## src/rtl/hs_rx_pkg.sv

```systemverilog
// +----------------------------------------------------------------------------+
// | Module   : hs_rx_pkg                                                       |
// | Brief    : Shared state type and sizing helper for the hs_rx_sink receiver |
// | Revision : 1.0 - initial release                                           |
// +----------------------------------------------------------------------------+
`default_nettype none

package hs_rx_pkg;

    typedef enum logic [1:0] {
        IDLE    = 2'd0,
        CAPTURE = 2'd1,
        WAIT_LO = 2'd2
    } hs_rx_state_t;

    // Occupancy needs one bit more than the pointers so a full FIFO is representable.
    function automatic int cnt_width(input int depth);
        return $clog2(depth) + 1;
    endfunction

endpackage

`default_nettype wire

```

## src/rtl/hs_rx_fifo.sv

```systemverilog
// +----------------------------------------------------------------------------+
// | Module   : hs_rx_fifo                                                      |
// | Brief    : DEPTH x DATA_WIDTH first-word fall-through FIFO with occupancy  |
// | Revision : 1.0 - initial release                                           |
// +----------------------------------------------------------------------------+
`default_nettype none

module hs_rx_fifo
    import hs_rx_pkg::*;
#(
    parameter int DATA_WIDTH = 3,
    parameter int DEPTH      = 4
) (
    input  logic                          clk,
    input  logic                          rst,
    input  logic                          push_i,
    input  logic [DATA_WIDTH-1:0]         push_data_i,
    input  logic                          pop_i,
    output logic [DATA_WIDTH-1:0]         head_o,
    output logic                          valid_o,
    output logic [cnt_width(DEPTH)-1:0]   count_o
);

    localparam int PTR_W = $clog2(DEPTH);
    localparam int CNT_W = cnt_width(DEPTH);

    logic [DATA_WIDTH-1:0] mem_q [DEPTH];
    logic [PTR_W-1:0]      wr_ptr_q;
    logic [PTR_W-1:0]      rd_ptr_q;
    logic [CNT_W-1:0]      count_q;
    logic [CNT_W-1:0]      count_d;
    logic                  do_push;
    logic                  do_pop;

    assign do_push = push_i && (count_q != CNT_W'(DEPTH));
    assign do_pop  = pop_i && (count_q != '0);

    always_comb begin
        count_d = count_q;
        if (do_push && !do_pop) begin
            count_d = count_q + 1'b1;
        end else if (do_pop && !do_push) begin
            count_d = count_q - 1'b1;
        end
    end

    // Storage is cleared on reset so the head reads zero until the first push.
    always_ff @(posedge clk) begin
        if (rst) begin
            mem_q    <= '{default: '0};
            wr_ptr_q <= '0;
            rd_ptr_q <= '0;
            count_q  <= '0;
        end else begin
            if (do_push) begin
                mem_q[wr_ptr_q] <= push_data_i;
                wr_ptr_q        <= wr_ptr_q + 1'b1;
            end
            if (do_pop) begin
                rd_ptr_q <= rd_ptr_q + 1'b1;
            end
            count_q <= count_d;
        end
    end

    assign head_o  = mem_q[rd_ptr_q];
    assign valid_o = (count_q != '0);
    assign count_o = count_q;

endmodule

`default_nettype wire

```

## src/rtl/hs_rx_sink.sv

```systemverilog
// +----------------------------------------------------------------------------+
// | Module   : hs_rx_sink                                                      |
// | Brief    : 4-phase req/ack bundled-data receiver feeding a valid/ready FIFO|
// |            Optional HS_RX_TIMEOUT_EN adds a sticky WAIT_LO timeout flag.   |
// | Revision : 1.0 - initial release                                           |
// +----------------------------------------------------------------------------+
`default_nettype none

module hs_rx_sink
    import hs_rx_pkg::*;
#(
    parameter int DATA_WIDTH     = 3,
    parameter int DEPTH          = 4,
    parameter int SYNC_STAGES    = 2,
    parameter int TIMEOUT_CYCLES = 256
) (
    input  logic                          clk,
    input  logic                          rst,
    input  logic                          req_in,
    input  logic [DATA_WIDTH-1:0]         data_in,
    output logic                          ack_out,
    output logic                          out_valid,
    input  logic                          out_ready,
    output logic [DATA_WIDTH-1:0]         out_data,
    output logic [cnt_width(DEPTH)-1:0]   fifo_count,
    output logic                          err_timeout
);

    localparam int CNT_W = cnt_width(DEPTH);

    logic [SYNC_STAGES-1:0] sync_q;
    logic                   req_s;
    hs_rx_state_t           state_q;
    logic                   ack_q;
    logic                   fifo_full;

    always_ff @(posedge clk) begin
        if (rst) begin
            sync_q <= '0;
        end else begin
            sync_q <= {sync_q[SYNC_STAGES-2:0], req_in};
        end
    end

    assign req_s     = sync_q[SYNC_STAGES-1];
    assign fifo_full = (fifo_count == CNT_W'(DEPTH));

    // Ack is withheld while full; that stall is the only backpressure upstream sees.
    always_ff @(posedge clk) begin
        if (rst) begin
            state_q <= IDLE;
            ack_q   <= 1'b0;
        end else begin
            case (state_q)
                IDLE: begin
                    if (req_s && !fifo_full) begin
                        state_q <= CAPTURE;
                    end
                end
                CAPTURE: begin
                    state_q <= WAIT_LO;
                    ack_q   <= 1'b1;
                end
                WAIT_LO: begin
                    if (!req_s) begin
                        state_q <= IDLE;
                        ack_q   <= 1'b0;
                    end
                end
                default: begin
                    state_q <= IDLE;
                    ack_q   <= 1'b0;
                end
            endcase
        end
    end

    assign ack_out = ack_q;

    hs_rx_fifo #(
        .DATA_WIDTH (DATA_WIDTH),
        .DEPTH      (DEPTH)
    ) u_fifo (
        .clk         (clk),
        .rst         (rst),
        .push_i      (state_q == CAPTURE),
        .push_data_i (data_in),
        .pop_i       (out_ready),
        .head_o      (out_data),
        .valid_o     (out_valid),
        .count_o     (fifo_count)
    );

`ifdef HS_RX_TIMEOUT_EN
    localparam int TO_W = $clog2(TIMEOUT_CYCLES + 1);

    logic [TO_W-1:0] to_cnt_q;
    logic            err_q;

    // Counter saturates at the limit so the flag cannot be missed by wrap-around.
    always_ff @(posedge clk) begin
        if (rst) begin
            to_cnt_q <= '0;
            err_q    <= 1'b0;
        end else begin
            if (state_q == WAIT_LO) begin
                if (to_cnt_q != TO_W'(TIMEOUT_CYCLES)) begin
                    to_cnt_q <= to_cnt_q + 1'b1;
                end
            end else begin
                to_cnt_q <= '0;
            end
            if (to_cnt_q == TO_W'(TIMEOUT_CYCLES)) begin
                err_q <= 1'b1;
            end
        end
    end

    assign err_timeout = err_q;
`else
    assign err_timeout = 1'b0;
`endif

endmodule

`default_nettype wire
```

## config.mk

```make
export PLATFORM = sky130hd
export DESIGN_NAME = hs_rx_sink
export DESIGN_NICKNAME = d
export VERILOG_FILES = /design/src/rtl/hs_rx_pkg.sv /design/src/rtl/hs_rx_fifo.sv /design/src/rtl/hs_rx_sink.sv
export SDC_FILE = /design/constraint.sdc
export NUM_CORES = 1
export LEC_CHECK = 0
export CAP_MARGIN = 30
export CORE_ASPECT_RATIO = 0.75
export CORE_MARGIN = 10
export CORE_UTILIZATION = 41
export CTS_BUF_LIST = sky130_fd_sc_hd__clkbuf_8
export DETAILED_ROUTE_END_ITERATION = 6
export DONT_BUFFER_PORTS = 1
export PLACE_DENSITY = 0.64
export SETUP_SLACK_MARGIN = 0.05
export SLEW_MARGIN = 30
export SYNTH_ARGS = -nofsm -noshare
export SYNTH_HDL_FRONTEND = slang
export SYNTH_SLANG_ARGS = --single-unit
```

## constraint.sdc

```tcl
create_clock -name clk -period 2.38 [get_ports clk]
set_input_delay 0.238 -clock clk [delete_from_list [all_inputs] [get_ports clk]]
set_output_delay 0.238 -clock clk [all_outputs]
set_load 0.05 [all_outputs]
```

==> results of run 1 <==
synthesized netlist by cell type (all sizes together) (2+ instances only):
cell type  count
o31ai          2
nand2b        17
mux2i         13
a21oi          3
mux4           3
inv            3
dfxtp         24
o21ai          2
nor2b          2
clkbuf         3
nor2           6
xor2           4
buf            4
nor3b          2
or3b           3
or3            3
ha             5
how the worst max path moves through the flow:
stage | slack (ns) | depth (start not counted) | endpoint | from
2_1_floorplan | 0.05 | 8 | u_fifo.count_o[2] | u_fifo.count_o[0]
6_report | 0.29 | 7 | u_fifo.count_o[2] | u_fifo.count_o[0]
4_1_cts | 0.28 | 7 | u_fifo.count_o[2] | u_fifo.count_o[0]
5_1_grt | 0.18 | 7 | u_fifo.count_o[2] | u_fifo.count_o[0]
3_3_place_gp | 0.39 | 8 | u_fifo.count_o[2] | state_q[1]
3_5_place_dp | 0.30 | 7 | u_fifo.count_o[2] | u_fifo.count_o[0]
cells by family (layout without fill, tap and decap cells):
group                      after synthesis  in the layout  synth area share (%)
DFF                                     24             24                  42.4
other                                    1              1                 0.331
and+or+nand+nor                         36             36                  20.5
muxes                                   16             16                  17.4
xor gates and xnor gates                 4              4                  3.09
adders and majority gates                6              6                  7.28
AOI/OAI and AO/OA                        9              9                  4.97
buffers and inverters                   10             12                  3.97
layer usage:
layer | wire [um] | global-route usage (%) | vias up
met2 | 1050 | 14.6 | 8
met3 | 78 | 2.85 | 2
met1 | 896 | 9.00 | 342
met4 | 8 | 1.94 | 0
met5 | 0 | 0 | -
li1 | - | - | 370
layout make-up:
cell class / instances / area [sq um] / share of cell area, %
Clock inverter: 1 / 30.0 / 2.40
Clock buffer: 3 / 41.3 / 3.29
Tap cell: 36 / 45.0 / 3.59
Inverter: 3 / 11.3 / 0.898
Multi-Input combinational cell: 72 / 608 / 48.5
Sequential cell: 24 / 480 / 38.3
Timing Repair Buffer: 5 / 37.5 / 2.99
report_power, final:
part | total (mW) | internal [mW] | switching, mW
logic | 0.362 | 0.120 | 0.242
registers | 0.480 | 0.436 | 0.0439
clock network | 0.349 | 0.225 | 0.124
total | 1.19 | 0.781 | 0.410
placed cells by master (no fill, tap or decap), drive strengths merged:
| cell | netlist | final |
|---|---|---|
| o21ai | 2 | 2 |
| or4b | 1 | 1 |
| ha | 5 | 5 |
| conb | 1 | 1 |
| dfxtp | 24 | 24 |
| nor2 | 6 | 6 |
| or3b | 3 | 3 |
| nand3b | 1 | 1 |
| o31ai | 2 | 2 |
| nor4 | 1 | 1 |
| nor2b | 2 | 2 |
| mux2i | 13 | 13 |
| xor2 | 4 | 4 |
| a21oi | 3 | 3 |
| o311ai | 1 | 1 |
| or3 | 3 | 3 |
| clkbuf | 3 | 3 |
| mux4 | 3 | 3 |
| inv | 3 | 3 |
| nand2b | 17 | 17 |
| bufinv | 0 | 1 |
| nor3b | 2 | 2 |
| fa | 1 | 1 |
| a211oi | 1 | 1 |
| buf | 4 | 5 |
sequential cells by signal, summed over array words and instances (netlist names):
| signal | count |
|---|---|
| u_fifo.wr_ptr_q | 2 |
| u_fifo.count_o | 3 |
| state_q | 2 |
| sync_q | 2 |
| u_fifo.mem_q | 12 |
| u_fifo.rd_ptr_q | 2 |
| ack_out | 1 |
stage by stage:
stage	power [mW]	worst slack, ns
global placement	0.848	0.387
global route	1.26	0.181
CTS	1.21	0.284
finish	1.19	0.289
detailed placement	0.854	0.304
floorplan	0.776	0.0537
==> metrics, run 1 <==
DRC viols 0; worst min path class in -> reg; Req. time, crit path 2.57 ns; CP Max Fanout 4; fillers 245; Worst Hold Launch rst; placed insts 140; TritonCTS clock tree yes; RSZ-0062 raised after global routing no; final worst path period share 87.8%; Reg2Reg Capture Point u_fifo.count_o[2]; io pins 16; vias after detailed routing 722; reg2reg path depth 7; Netlist cell types 27; core area 2620 sq um; share of the synthesized area in the top cell type 42.4%; PD cells 950 nW/um^2; post-route cell area 1250 sq um; relative max-transition margin 65.9%; max frequency 478 MHz; number of global-route vias before repair 771; Detail Route Antenna Nets 0; Final Skew 0.00613 ns; Post-CTS Hold Buffers 0; Crit path largest cell delay 0.38 ns; post_cts resized 0; Synth area leaders dfxtp_1 (42%), mux2i_1 (11%), nand2b_1 (8.8%), mux4_2 (6.0%), ha_1 (5.5%); Critical-path top delay cell fa_1; max capacitance violation total 0; Max IR drop VDD 0.487 mV; gpl congestion 0.695; CTS Buf Count 3; Final Hold Viols 0; PortBufs 0; Die W 80.7 um; final core occ 47.8%; grt ovf 0; Mapped Area 1130 sq um; Setup TNS Final 0 ns; crit path cell chain o31ai_1, ha_1, inv_1, fa_1, xor2_1, or3_1, a21oi_1; worst hold path stage count 1; Slew @ Worst Pin 0.510 ns; sequential area share after synthesis 42.4%; area leader, netlist dfxtp_1; number of synthesis warnings 0; Slew Viols, Final 0; Core Rows 16; First DRT Iteration DRCs 19; Final min period 2.09 ns; clock-pin slew on the worst setup and hold paths 0.08 ns; Final Hold Slack 0.0356 ns; Post-synth EDFFs 0; ys async rst share 0%; worst r2r src u_fifo.count_o[0]; Inserted Diodes 0; Seq cells post-synth 24; die height 65.5 um; mean area per synthesized cell 10.7 sq um; H-Tree Depth 1; final cell count without fillers 144; Largest delay share family, worst path adder cells; syn_nets 119; first drt pass iteration count 3; Lkg Pwr 0.520 nW; first-pass GRT wire length 3530 um; Layout area overhead 10.6%; Initial Utilization 43.2%; DR WL/cell 14.1 um; gr usage total 8.14%; Final #Nets 122; CP bufs+invs 1; setup bufs post-CTS 0; outcome finished, final reports clean; fraction of layout cells with a size suffix above 1 13.0%; clock buffer depth 2; Critical Path AT 2.29 ns; Gate Count Post-Synth 106; Setup violations, final 0; initial antenna violation count 0; post-DP HPWL 1530 um; DP Area 1180 sq um; CTS Sinks 24; WHS Endpoint u_fifo.count_o[1]; top_reg_cell synth dfxtp_1; clock insertion delay at the later pin of the skew report 0.26 ns; nature of the critical path endpoint register; largest net degree at the start of global routing 29; routed vias/inst 5.01; clock root cell clkbuf_8; die area 5290 sq um; R2R Setup Slk 0.29 ns; Routed WL 2040 um; Crit Path Category reg -> reg; CP startpoint kind register
No activity file was read; power rests on OpenSTA's default activity.
==> run 2: changes to the inputs <==
Settings changed: SLEW_MARGIN 30 to 20.
==> results of run 2 <==
Same layout as run 1: the final DEF is identical, and so are final timing and power.
